===== config.mk =====
export PLATFORM = sky130hd
export DESIGN_NAME = multicycle_controller
export DESIGN_NICKNAME = d
export VERILOG_FILES = /design/src/rtl/multicycle_controller.sv
export SDC_FILE = /design/constraint.sdc
export NUM_CORES = 1
export LEC_CHECK = 0
export BUFFER_PORTS_ARGS = -buffer_cell sky130_fd_sc_hd__buf_4
export CELL_PAD_IN_SITES_DETAIL_PLACEMENT = 2
export CELL_PAD_IN_SITES_GLOBAL_PLACEMENT = 2
export CORE_UTILIZATION = 34
export CTS_BUF_LIST = sky130_fd_sc_hd__clkbuf_4 sky130_fd_sc_hd__clkbuf_8
export DETAILED_ROUTE_END_ITERATION = 10
export HOLD_SLACK_MARGIN = 0.15
export PLACE_DENSITY = 0.89
export SLEW_MARGIN = 0
export SYNTH_ARGS = -nofsm -noshare
export SYNTH_HDL_FRONTEND = slang
export SYNTH_SLANG_ARGS = --single-unit

===== constraint.sdc =====
create_clock -name clk -period 1.75 [get_ports clk]
set_input_delay 0.0875 -clock clk [delete_from_list [all_inputs] [get_ports clk]]
set_output_delay 0.0875 -clock clk [all_outputs]
set_load 0.05 [all_outputs]

===== src/rtl/multicycle_controller.sv =====
// Multicycle FSM controller: fetch/decode/exec/mem/wb, 4-5 cycles per instruction plus memory wait.
// Holds imem_req/mem_req until ack; a stall of MEM_TIMEOUT cycles traps in a sticky ERROR state.
module multicycle_controller #(
    parameter logic [7:0] PC_RESET    = 8'h00,
    parameter int         MEM_TIMEOUT = 15
) (
    input  logic       clk,
    input  logic       reset,
    input  logic       start,
    input  logic       stop,
    input  logic [7:0] instr,
    output logic       imem_req,
    input  logic       imem_ack,
    output logic [7:0] pc,
    output logic [1:0] rs1_addr,
    output logic [1:0] rs2_addr,
    output logic [1:0] wr_addr,
    output logic       reg_wr_en,
    output logic [1:0] alu_op,
    output logic [1:0] imm,
    output logic       alu_src,
    output logic       mem_req,
    output logic       mem_we,
    input  logic       mem_ack,
    output logic       wb_sel,
    output logic       busy,
    output logic       error,
    output logic [7:0] instr_count
);

    localparam logic [2:0] S_IDLE   = 3'd0;
    localparam logic [2:0] S_FETCH  = 3'd1;
    localparam logic [2:0] S_DECODE = 3'd2;
    localparam logic [2:0] S_EXEC   = 3'd3;
    localparam logic [2:0] S_MEM    = 3'd4;
    localparam logic [2:0] S_WB     = 3'd5;
    localparam logic [2:0] S_ERROR  = 3'd6;

    localparam logic [1:0] OP_R     = 2'b00;
    localparam logic [1:0] OP_I     = 2'b01;
    localparam logic [1:0] OP_LOAD  = 2'b10;
    localparam logic [1:0] OP_STORE = 2'b11;

    // Value of the wait counter during the last tolerated stall cycle.
    localparam logic [7:0] WAIT_LAST = 8'(MEM_TIMEOUT - 1);

    logic [2:0] state_q, state_d;
    logic [7:0] pc_q, pc_d;
    logic [7:0] ir_q, ir_d;
    logic [7:0] cnt_q, cnt_d;
    logic [7:0] wait_q, wait_d;
    logic       stop_pend_q, stop_pend_d;

    logic [1:0] op, rd, rs, lo;
    logic       is_busy, timed_out, retire;

    assign op = ir_q[7:6];
    assign rd = ir_q[5:4];
    assign rs = ir_q[3:2];
    assign lo = ir_q[1:0];

    assign is_busy   = (state_q != S_IDLE) && (state_q != S_ERROR);
    assign timed_out = (wait_q == WAIT_LAST);

    always_comb begin
        state_d     = state_q;
        pc_d        = pc_q;
        ir_d        = ir_q;
        cnt_d       = cnt_q;
        wait_d      = 8'd0;
        stop_pend_d = stop_pend_q | (is_busy & stop);
        retire      = 1'b0;
        case (state_q)
            S_IDLE:   if (start && !stop) state_d = S_FETCH;
            S_FETCH: begin
                if (imem_ack) begin
                    ir_d    = instr;
                    pc_d    = pc_q + 8'd1;
                    state_d = S_DECODE;
                end else if (timed_out) begin
                    state_d = S_ERROR;
                end else begin
                    wait_d = wait_q + 8'd1;
                end
            end
            S_DECODE: state_d = S_EXEC;
            S_EXEC:   state_d = op[1] ? S_MEM : S_WB;
            S_MEM: begin
                if (mem_ack) begin
                    if (op == OP_STORE) retire = 1'b1;
                    else                state_d = S_WB;
                end else if (timed_out) begin
                    state_d = S_ERROR;
                end else begin
                    wait_d = wait_q + 8'd1;
                end
            end
            S_WB:     retire = 1'b1;
            S_ERROR:  state_d = S_ERROR;
            default:  state_d = S_IDLE;
        endcase
        if (retire) begin
            cnt_d   = cnt_q + 8'd1;
            state_d = (stop_pend_q || stop) ? S_IDLE : S_FETCH;
        end
        if (state_d == S_IDLE) stop_pend_d = 1'b0;
    end

    always_ff @(posedge clk or negedge reset) begin
        if (!reset) begin
            state_q     <= S_IDLE;
            pc_q        <= PC_RESET;
            ir_q        <= 8'd0;
            cnt_q       <= 8'd0;
            wait_q      <= 8'd0;
            stop_pend_q <= 1'b0;
        end else begin
            state_q     <= state_d;
            pc_q        <= pc_d;
            ir_q        <= ir_d;
            cnt_q       <= cnt_d;
            wait_q      <= wait_d;
            stop_pend_q <= stop_pend_d;
        end
    end

    // Outputs are Moore (state + IR only), so reset clears them without a clock edge.
    always_comb begin
        rs1_addr = 2'b00;
        rs2_addr = 2'b00;
        wr_addr  = 2'b00;
        alu_op   = 2'b00;
        imm      = 2'b00;
        alu_src  = 1'b0;
        wb_sel   = 1'b0;
        if (state_q == S_DECODE || state_q == S_EXEC || state_q == S_MEM || state_q == S_WB) begin
            case (op)
                OP_R: begin
                    rs1_addr = rd;
                    rs2_addr = rs;
                    alu_op   = lo;
                    wr_addr  = rd;
                end
                OP_I: begin
                    rs1_addr = rd;
                    alu_op   = rs;
                    imm      = lo;
                    alu_src  = 1'b1;
                    wr_addr  = rd;
                end
                OP_LOAD: begin
                    rs1_addr = rs;
                    imm      = lo;
                    alu_src  = 1'b1;
                    wr_addr  = rd;
                    wb_sel   = 1'b1;
                end
                default: begin
                    rs1_addr = rs;
                    rs2_addr = rd;
                    imm      = lo;
                    alu_src  = 1'b1;
                end
            endcase
        end
    end

    assign imem_req    = (state_q == S_FETCH);
    assign mem_req     = (state_q == S_MEM);
    assign mem_we      = (state_q == S_MEM) && (op == OP_STORE);
    assign reg_wr_en   = (state_q == S_WB);
    assign busy        = is_busy;
    assign error       = (state_q == S_ERROR);
    assign pc          = pc_q;
    assign instr_count = cnt_q;

endmodule


==> flow_summary.yaml <==
layout:
  n_fill_cell: 542
  post-route-util_pct: 51.1
  drive_gt1_share_pct: 40.9
  diodes: 0
  layout.nets: 264
  multiInputGateArea_um2: 990
  finalNonFillerCells: 317
  area_growth_pct: 41.5
  seq_area_um2: 905
cts:
  root_buffer: "clkbuf_8"
  clk_latency_ns: 0.29
  cts_tree: "yes"
  cts.path.max_buffers: 2
  clk_pin_slew_ns: 0.08
  cts_inserted_buffers: 5
  cts_max_level: 2
  cts_sinks: 36
drt:
  final_antenna_net_count: 0
  via_count: 1677
  drc: 0
  first_pass_iters: 4
  wl_per_cell_um: 21.9
  drt-initial-drc-count: 32
  vias_per_cell: 5.29
  wirelength_mm: 6.95
power_and_ir_drop:
  switching_share_pct: 51.1
  p_int_w: 0.00277
  ir_drop_v: 0.000946
  p_sw_w: 0.00289
  p_leak_nw: 1.24
  power_density_mw_per_mm2: 2120
  clkPwrFrac_pct: 13.1
  power_frac_seq_pct: 25.8
  comb_power_share_pct: 61.1
place:
  place_congestion: 0.785
  place_inst: 297
  hpwlAfterDp_mm: 4.33
  io_buffer_count: 47
timing:
  hold_violations: 0
  worst_clock_skew_ns: 0.00692
  max_freq_mhz: 587
  maxSlewViolCount: 0
  fin_crit_ns: 1.71
  finalSetupViolCount: 0
  slew-limit-headroom_pct: 67.3
  worst_pin_slew_ns: 0.488
  period_share_pct: 97.4
floorplanning:
  initial_utilization_pct: 36.1
  die_y_um: 76.6
  io-pin-count: 48
  rows: 26
  core_area_mm2: 0.00524
  fp.dieW_um: 76.6
  fp.dieArea_mm2: 0.00586
logic_synthesis:
  synth_seq_cells: 36
  yosysUniqueCellTypes: 40
  syn_area_mm2: 0.00189
  async_flop_share_pct: 100
  postSynthCellCount: 178
  synth_edf_count: 0
  yosysWarnings: 0
  synth_nets: 196
  synthFlopType: "dfrtp_1"
  avgSynthCellArea_um2: 10.6
  yosysSeqAreaShare_pct: 47.7
flow_run:
  maxCapViolCount: 0
min_path:
  hold_class: "input pin to flop"
global_route:
  antenna_found_initial: 0
  grt-ovfl-total: 0
  grt_pass1_wl_mm: 11.1
  grt_pass1_vias: 1924
  grt_util_all_layers_pct: 25.4
  grt_max_degree: 37
worst_setup_path:
  regToRegSetupSlack_ns: 0.04
  crit_arrival_ns: 1.92
  end_kind: "flop"
  crit_path_start_kind: "flop"
  crit_type: "flop to flop"
  required_ns: 1.96
  crit_fanout: 8
status:
  status: "finished clean"
logic make-up (layout without fill, tap and decap cells):
| kind of cell | count (synthesis) | count (layout) | synth area share [%] |
|---|---|---|---|
| flip-flops | 36 | 36 | 47.7 |
| XOR/XNOR | 21 | 21 | 9.73 |
| AO/OA/AOI/OAI | 24 | 24 | 8.01 |
| AND/OR/NAND/NOR | 66 | 66 | 20.4 |
| buffers and inverters | 13 | 82 | 3.51 |
| adder cells (fa/ha/maj) | 4 | 4 | 2.65 |
| multiplexers | 14 | 14 | 8.07 |
timing repair:
action | in CTS | in global routing
resized for setup | 6 | 13
gates cloned | 0 | 0
pin swaps | 0 | 1
hold buffers | 9 | 0
setup buffers | 3 | 0
hold endpoints to repair | 44 | 0
endpoints found under the setup margin | 9 | 18
Yosys cell counts, types with 2 or more instances:
master	number	area, µm²
a31oi_1	4	25.0
and2_1	2	12.5
and3_1	5	31.3
nor2_1	14	52.6
nor3b_1	3	22.5
xnor2_1	12	105
buf_2	5	25.0
nand3_2	2	20.0
mux2i_1	4	40.0
ha_1	4	50.1
nand3_1	10	50.1
inv_1	5	18.8
and3b_1	2	17.5
dfrtp_1	36	901
or3_1	2	12.5
xor2_1	9	78.8
nand2_1	8	30.0
a21oi_1	7	35.0
nor3_1	5	25.0
nand4_1	4	25.0
nor2_2	2	12.5
mux2_2	10	113
o21ai_0	4	20.0
buf_4	3	22.5
critical path, stage by stage, from the launching register on:
cell and delay, ns:
dfrtp_2 0.43, buf_4 0.17, nor3b_1 0.29, a31oi_1 0.10, or3_1 0.47, nor2_1 0.18
routing by layer:
layer / vias to the layer above / routed length, µm / GRT usage, %
met2: 35 / 3740 / 46.5
met3: 16 / 167 / 3.95
met4: 0 / 238 / 13.8
met5: - / 0 / 0
met1: 865 / 2810 / 27.8
li1: 761 / - / -
final cells by class:
| cell class | count | share of cell area [%] |
|---|---|---|
| tap | 70 | 3.27 |
| inverter | 5 | 0.702 |
| timing repair buffer | 69 | 21.0 |
| clock inverter | 3 | 1.59 |
| multi-input combinational | 129 | 37.0 |
| clock buffer | 5 | 2.57 |
| sequential | 36 | 33.8 |
placed cells by master (no fill, tap or decap), types with 8 or more instances in the layout:
master         count
buf_4             55
dfrtp_1           33
dlygate4sd3_1      9
mux2_2            10
nand2_1            8
nand3_1           10
nor2_1            13
xnor2_1           11
xor2_1             9
final timing paths:
check	from	depth (start not counted)	to
worst min-delay path	stop	3	stop_pend_q
worst min register to register	instr_count[7]	1	instr_count[7]
worst max register to register	state_q[2]	5	wait_q[7]
max in group asynchronous	reset	2	state_q[0]
min in group asynchronous	reset	2	wait_q[7]
worst max-delay path	state_q[2]	5	wait_q[7]
state kept, by name (all words and copies together), names as in the netlist:
| register | cells |
|---|---|
| instr_count | 8 |
| pc | 8 |
| state_q | 3 |
| ir_q | 8 |
| stop_pend_q | 1 |
| wait_q | 8 |
power by group through the flow:
stage | clock (W) | combinational (W) | sequential, W
2_1_floorplan | 0 | 0.00183 | 0.00165
3_3_place_gp | 0 | 0.00293 | 0.00141
3_5_place_dp | 0 | 0.00306 | 0.00145
4_1_cts | 0.000758 | 0.00329 | 0.00143
5_1_grt | 0.000788 | 0.00362 | 0.00149
6_report | 0.000743 | 0.00346 | 0.00146
through the flow:
stage	power [W]	hold WS, ns	setup TNS (ns)	cell area [µm²]	setup slack (ns)
after floorplan	0.00348	-0.208	-1.00	1900	-0.317
after global placement	0.00434	0.0684	0	2370	0.195
after detailed placement	0.00451	0.0831	0	2370	0.112
after CTS	0.00547	0.168	0	2620	0.00170
after global routing	0.00590	0.179	-0.0256	2680	-0.0198
final	0.00566	0.160	0	2680	0.0450
Note: power is estimated with default switching activity, not from simulation.
